## src/rtl/uart_io_fifo.sv

```systemverilog
// Memory-mapped UART port with a TX FIFO and an RX FIFO; status keeps the legacy control word layout.
// Optional: define UART_IO_FIFO_LOOPBACK_EN to add a loopback port that routes TX bytes into the RX FIFO.

module uart_io_fifo_q #(
    parameter int DEPTH = 8,
    parameter int AW    = $clog2(DEPTH)
) (
    input  logic        clk,
    input  logic        rst,
    input  logic        push,
    input  logic [7:0]  push_data,
    input  logic        pop,
    output logic [7:0]  head,
    output logic [AW:0] count
);
    localparam logic [AW:0] FULL = (AW+1)'(DEPTH);

    logic [7:0]    mem [DEPTH];
    logic [AW-1:0] wr_ptr;
    logic [AW-1:0] rd_ptr;
    logic          wr_en;
    logic          rd_en;

    // Fullness/emptiness come from the registered count, so a push into a
    // full queue is dropped even when a pop frees a slot in the same cycle.
    assign wr_en = push && (count != FULL);
    assign rd_en = pop && (count != '0);

    // Head reads as zero while empty so stale storage never leaks out after reset.
    assign head = (count != '0) ? mem[rd_ptr] : 8'h00;

    always_ff @(posedge clk or negedge rst) begin
        if (!rst) begin
            wr_ptr <= '0;
            rd_ptr <= '0;
            count  <= '0;
        end else begin
            if (wr_en) wr_ptr <= wr_ptr + 1'b1;
            if (rd_en) rd_ptr <= rd_ptr + 1'b1;
            case ({wr_en, rd_en})
                2'b10:   count <= count + 1'b1;
                2'b01:   count <= count - 1'b1;
                default: count <= count;
            endcase
        end
    end

    always_ff @(posedge clk) begin
        if (wr_en) mem[wr_ptr] <= push_data;
    end
endmodule

module uart_io_fifo #(
    parameter int DEPTH = 8,
    parameter int AW    = $clog2(DEPTH)
) (
    input  logic        clk,
    input  logic        rst,
`ifdef UART_IO_FIFO_LOOPBACK_EN
    input  logic        loopback,
`endif
    input  logic        tx_push,
    input  logic [7:0]  tx_data,
    input  logic        rx_pop,
    output logic [7:0]  rx_data,
    output logic [31:0] status,
    input  logic        clear_flags,
    output logic [7:0]  uart_tx_data,
    output logic        uart_tx_valid,
    input  logic        uart_tx_ready,
    input  logic [7:0]  uart_rx_data,
    input  logic        uart_rx_valid,
    output logic        uart_rx_ready
);
    localparam logic [AW:0] FULL = (AW+1)'(DEPTH);

    logic [AW:0] tx_count;
    logic [AW:0] rx_count;
    logic [7:0]  tx_head;
    logic [7:0]  rx_push_data;
    logic        tx_pop;
    logic        rx_push;
    logic        lb_on;
    logic        lb_move;
    logic        tx_overflow;
    logic        rx_underflow;

`ifdef UART_IO_FIFO_LOOPBACK_EN
    assign lb_on = loopback;
`else
    assign lb_on = 1'b0;
`endif

    // Loopback moves the TX head straight into RX; the uart handshakes are
    // masked so a byte can only take one path in any cycle.
    assign lb_move       = lb_on && (tx_count != '0) && (rx_count != FULL);
    assign uart_tx_valid = !lb_on && (tx_count != '0);
    assign uart_tx_data  = tx_head;
    assign uart_rx_ready = !lb_on && (rx_count != FULL);

    assign tx_pop       = (uart_tx_valid && uart_tx_ready) || lb_move;
    assign rx_push      = (uart_rx_valid && uart_rx_ready) || lb_move;
    assign rx_push_data = lb_move ? tx_head : uart_rx_data;

    uart_io_fifo_q #(.DEPTH(DEPTH), .AW(AW)) u_tx_q (
        .clk       (clk),
        .rst       (rst),
        .push      (tx_push),
        .push_data (tx_data),
        .pop       (tx_pop),
        .head      (tx_head),
        .count     (tx_count)
    );

    uart_io_fifo_q #(.DEPTH(DEPTH), .AW(AW)) u_rx_q (
        .clk       (clk),
        .rst       (rst),
        .push      (rx_push),
        .push_data (rx_push_data),
        .pop       (rx_pop),
        .head      (rx_data),
        .count     (rx_count)
    );

    // Sticky error flags: a new error in the same cycle as clear_flags stays set.
    always_ff @(posedge clk or negedge rst) begin
        if (!rst) begin
            tx_overflow  <= 1'b0;
            rx_underflow <= 1'b0;
        end else begin
            if (tx_push && (tx_count == FULL)) tx_overflow <= 1'b1;
            else if (clear_flags)              tx_overflow <= 1'b0;
            if (rx_pop && (rx_count == '0))    rx_underflow <= 1'b1;
            else if (clear_flags)              rx_underflow <= 1'b0;
        end
    end

    always_comb begin
        status               = '0;
        status[0]            = (tx_count != FULL);
        status[1]            = (rx_count != '0);
        status[2]            = tx_overflow;
        status[3]            = rx_underflow;
        status[8 +: AW+1]    = tx_count;
        status[16 +: AW+1]   = rx_count;
    end
endmodule

```

## config.mk

```make
export PLATFORM = sky130hd
export DESIGN_NAME = uart_io_fifo
export DESIGN_NICKNAME = d
export VERILOG_FILES = /design/src/rtl/uart_io_fifo.sv
export SDC_FILE = /design/constraint.sdc
export NUM_CORES = 1
export LEC_CHECK = 0
export CAP_MARGIN = 20
export CORE_ASPECT_RATIO = 0.5
export CORE_MARGIN = 3
export CORE_UTILIZATION = 50
export CTS_CLUSTER_DIAMETER = 150
export CTS_CLUSTER_SIZE = 25
export DETAILED_ROUTE_END_ITERATION = 8
export GPL_TIMING_DRIVEN = 0
export PLACE_DENSITY_LB_ADDON = 0.05
export SETUP_SLACK_MARGIN = 0.2
export SLEW_MARGIN = 10
export SYNTH_ARGS = -nofsm -noshare
export SYNTH_HDL_FRONTEND = slang
export SYNTH_SLANG_ARGS = --single-unit
```

## constraint.sdc

```tcl
create_clock -name clk -period 2.66 [get_ports clk]
set_input_delay 0.399 -clock clk [delete_from_list [all_inputs] [get_ports clk]]
set_output_delay 0.399 -clock clk [all_outputs]
set_load 0.01 [all_outputs]
```

==> reports/metrics.yaml <==
timing:
  tns_ns: 0
  max_slew.worst_pin.slew_ns: 0.9590
  rsz0062_at_grt: "true"
  fin_crit_sh: 0.9258
  period_needed_ns: 2.463
  fmax_mhz: 406.1
  skew_ns: 0.008624
  slew_headroom: 0.3583
  finalHoldViolCount: 0
  final-setup-viol-count: 0
  final_max_slew_viol_count: 0
critical_path:
  reg2reg_to: "u_tx_q.count[2]$_DFFE_PN0P_"
  cp.arrival_ns: 2.06
  worst-setup-path-type: "flip-flop to output port"
  endpoint_kind: "output port"
  worstPathMaxFanout: 5
  reg2reg_slack_ns: 0.28
  rr_startpoint: "u_tx_q.count[1]$_DFFE_PN0P_"
  worstSetupStartpoint: "u_rx_q.rd_ptr[0]$_DFFE_PN0P_"
  reg2regPathDepth: 11
  critPathCapture: "rx_data[2]"
  critPathLaunchType: "flip-flop"
  cp.required_ns: 2.26
clock_network:
  cts_buffers: 17
  cts-htree-levels: 4
  path_clk_slew_ns: 0.06
  clk_latency_ns: 0.42
  cts_buffer_depth: 2
  clock-sinks: 150
  cts-root-buf: "clkbuf_16"
  cts_tree: "yes"
grt:
  grt_max_degree: 23
  grt_pass1_wl_mm: 18.80
  grt_use_total: 0.1861
  grt_antenna_before_repair: 0
  grt_pass1_vias: 3465
  grt_overflow: 0
placement:
  gp_congestion: 0.7718
  dp.cells: 590
  dpl-instance-area_sq_mm: 0.007154
  hpwlAfterDp_mm: 7.505
  numPortBuffers: 52
synthesis:
  synth_top_family_by_area: "multiplexers"
  synth_compound_area_frac: 0.009514
  synth-simple-area-share: 0.05946
  ys_ff_latch: 150
  synth_area_per_cell_sq_um: 17.83
  yosys_warnings: 0
  synthAdderAreaFrac: 0.01982
  synth.distinct_cells: 37
  yosys-mux-area-fraction: 0.1497
  synth_xor_area_frac: 0.02220
  synthCells: 354
  synth_area_sq_mm: 0.006312
  seq_area_frac_synth: 0.6961
cells_and_area:
  fin_util: 0.6813
  n_antenna_cell: 0
  area_delta_synth_final_pct: 30.07
  finalNonFillerCells: 655
  nets: 511
  layout-drive-gt1-share: 0.3551
  fin_area_sq_mm: 0.008210
pwr:
  clock_power_share: 0.279
  p_int_mw: 6.722
  power.total_mw: 9.528
  power.density_mw_per_mm2: 1160
  comb_power_share: 0.373
  switching_share: 0.2944
  net-switching-power_mw: 2.805
  leakage_nw: 3.072
  pwr-share-seq: 0.348
  ir_drop_mv: 0.4687
run_status:
  status: "finished clean"
flow_run:
  maxCapViolCount: 0
drt:
  drc_errors: 0
  routed.top_layer: "met4"
  ant_nets: 0
  vias: 3411
  routedWlPerCell_um: 18.60
  routed-wl-met3_um: 867
  drtIter0Drc: 174
  totalWireLength_mm: 12.19
  wl_met2_mm: 6.132
  dr.pass1.iters: 4
  via_per_inst: 5.208
  drt-met1-wl_mm: 4.948
die:
  start_util: 0.5238
  core.rowCount: 28
  coreArea_sq_mm: 0.01205
  dieArea_sq_mm: 0.01409
  die_w_um: 164.9
  io_pins: 73
  die_h_um: 85.45
hold_path:
  hold_class: "primary input to asynchronous set/reset pin"
## kinds of logic (layout without fill, tap and decap cells)
family	after synthesis	in the layout
AOI/OAI and AO/OA	10	10
xor gates and xnor gates	16	16
adders and majority gates	10	10
buffers and inverters	42	159
DFF	150	150
muxes	53	53
other	1	20
and+or+nand+nor	72	72
## worst min path at each step
stage                                            start  slack [ns]                           end
final                                              rst        0.28  u_tx_q.wr_ptr[1]$_DFFE_PN0P_
after global routing                               rst        0.27   u_tx_q.count[1]$_DFFE_PN0P_
after CTS                      tx_overflow$_DFFE_PN0P_        0.53       tx_overflow$_DFFE_PN0P_
after detailed placement       tx_overflow$_DFFE_PN0P_        0.52       tx_overflow$_DFFE_PN0P_
after global placement    u_tx_q.wr_ptr[0]$_DFFE_PN0P_        0.50  u_tx_q.wr_ptr[0]$_DFFE_PN0P_
after floorplan                                    rst        0.10      rx_underflow$_DFFE_PN0P_
## Yosys cell counts (all sizes together)
cell type,number,share of area
edfxtp,128,0.61
buf,32,0.037
mux4,32,0.11
nor2,31,0.018
dfrtp,22,0.087
mux2i,16,0.025
nand2,16,0.0099
ha,10,0.020
xor2,9,0.012
nand2b,7,0.0069
xnor2,7,0.0097
inv,6,0.0036
mux2,5,0.010
a21oi,4,0.0032
clkbuf,4,0.0024
nor3,4,0.0032
and2,3,0.0034
nand3,2,0.0016
nor3b,2,0.0024
nor4,2,0.0067
o21ai,2,0.0016
o22ai,2,0.0020
or4b,2,0.0032
a211o,1,0.0014
a41oi,1,0.0014
conb,1,0.00059
nand3b,1,0.0012
nor4bb,1,0.0016
or2,1,0.00099
## stage by stage
step / hold slack, ns / setup WS, ns
finish: 0.2806 / 0.1974
global route: 0.2736 / 0.09007
CTS: 0.5320 / 0.1298
detailed placement: 0.5231 / -0.2549
global placement: 0.5032 / -0.2659
floorplan: 0.1034 / 0.1994
## metal layers
metal  GRT usage  up-vias
met4     0.07610        0
met1      0.2379     1705
li1            -     1566
met5           0        -
met3     0.05948       18
met2      0.2990      122
## final cells by class
| class | count | area, sq um |
|---|---|---|
| plain buffers | 36 | 326.6 |
| flip-flops and latches | 150 | 4399 |
| repair buffers | 86 | 813.3 |
| well taps | 165 | 206.4 |
| multi-input cells | 181 | 1782 |
| clock buffers | 17 | 425.4 |
| inverters | 6 | 25.02 |
| clock inverters | 14 | 232.7 |
| fillers | 785 | 3841 |
## worst max-delay path: stages (launching register included)
cell	delay, ns
dfrtp_1	0.39
buf_6	0.13
buf_12	0.13
buf_6	0.11
buf_6	0.11
mux4_2	0.40
mux2i_1	0.16
nor2_1	0.07
buf_2	0.14
## sequential cells by signal (all words and copies together) (netlist names)
register / flops
u_tx_q.count: 4
u_rx_q.rd_ptr: 3
u_rx_q.mem: 64
u_rx_q.wr_ptr: 3
rx_underflow: 1
u_tx_q.mem: 64
u_tx_q.wr_ptr: 3
u_tx_q.rd_ptr: 3
tx_overflow: 1
u_rx_q.count: 4
## power groups by stage
stage | sequential, mW | clock [mW] | combinational [mW]
2_1_floorplan | 3.31 | 0 | 1.97
3_3_place_gp | 3.30 | 0 | 3.07
3_5_place_dp | 3.36 | 0 | 3.15
4_1_cts | 3.32 | 2.69 | 3.40
5_1_grt | 3.37 | 2.83 | 3.86
6_report | 3.32 | 2.66 | 3.55
## timing repair
item | CTS | global route
gates cloned | 1 | 0
hold buffers | 0 | 0
pin swaps | 3 | 7
setup endpoints to repair | 24 | 20
setup buffers | 17 | 15
gates resized for setup | 69 | 28
## cell usage in the layout, fill, tap and decap left out, drive strengths merged, types with 9 or more instances in the layout
cell / instances
buf: 74
clkbuf: 29
clkdlybuf4s50: 36
conb: 20
dfrtp: 22
edfxtp: 128
ha: 10
mux2i: 16
mux4: 32
nand2: 16
nor2: 31
xor2: 9
No activity file was read; power rests on OpenSTA's default activity.
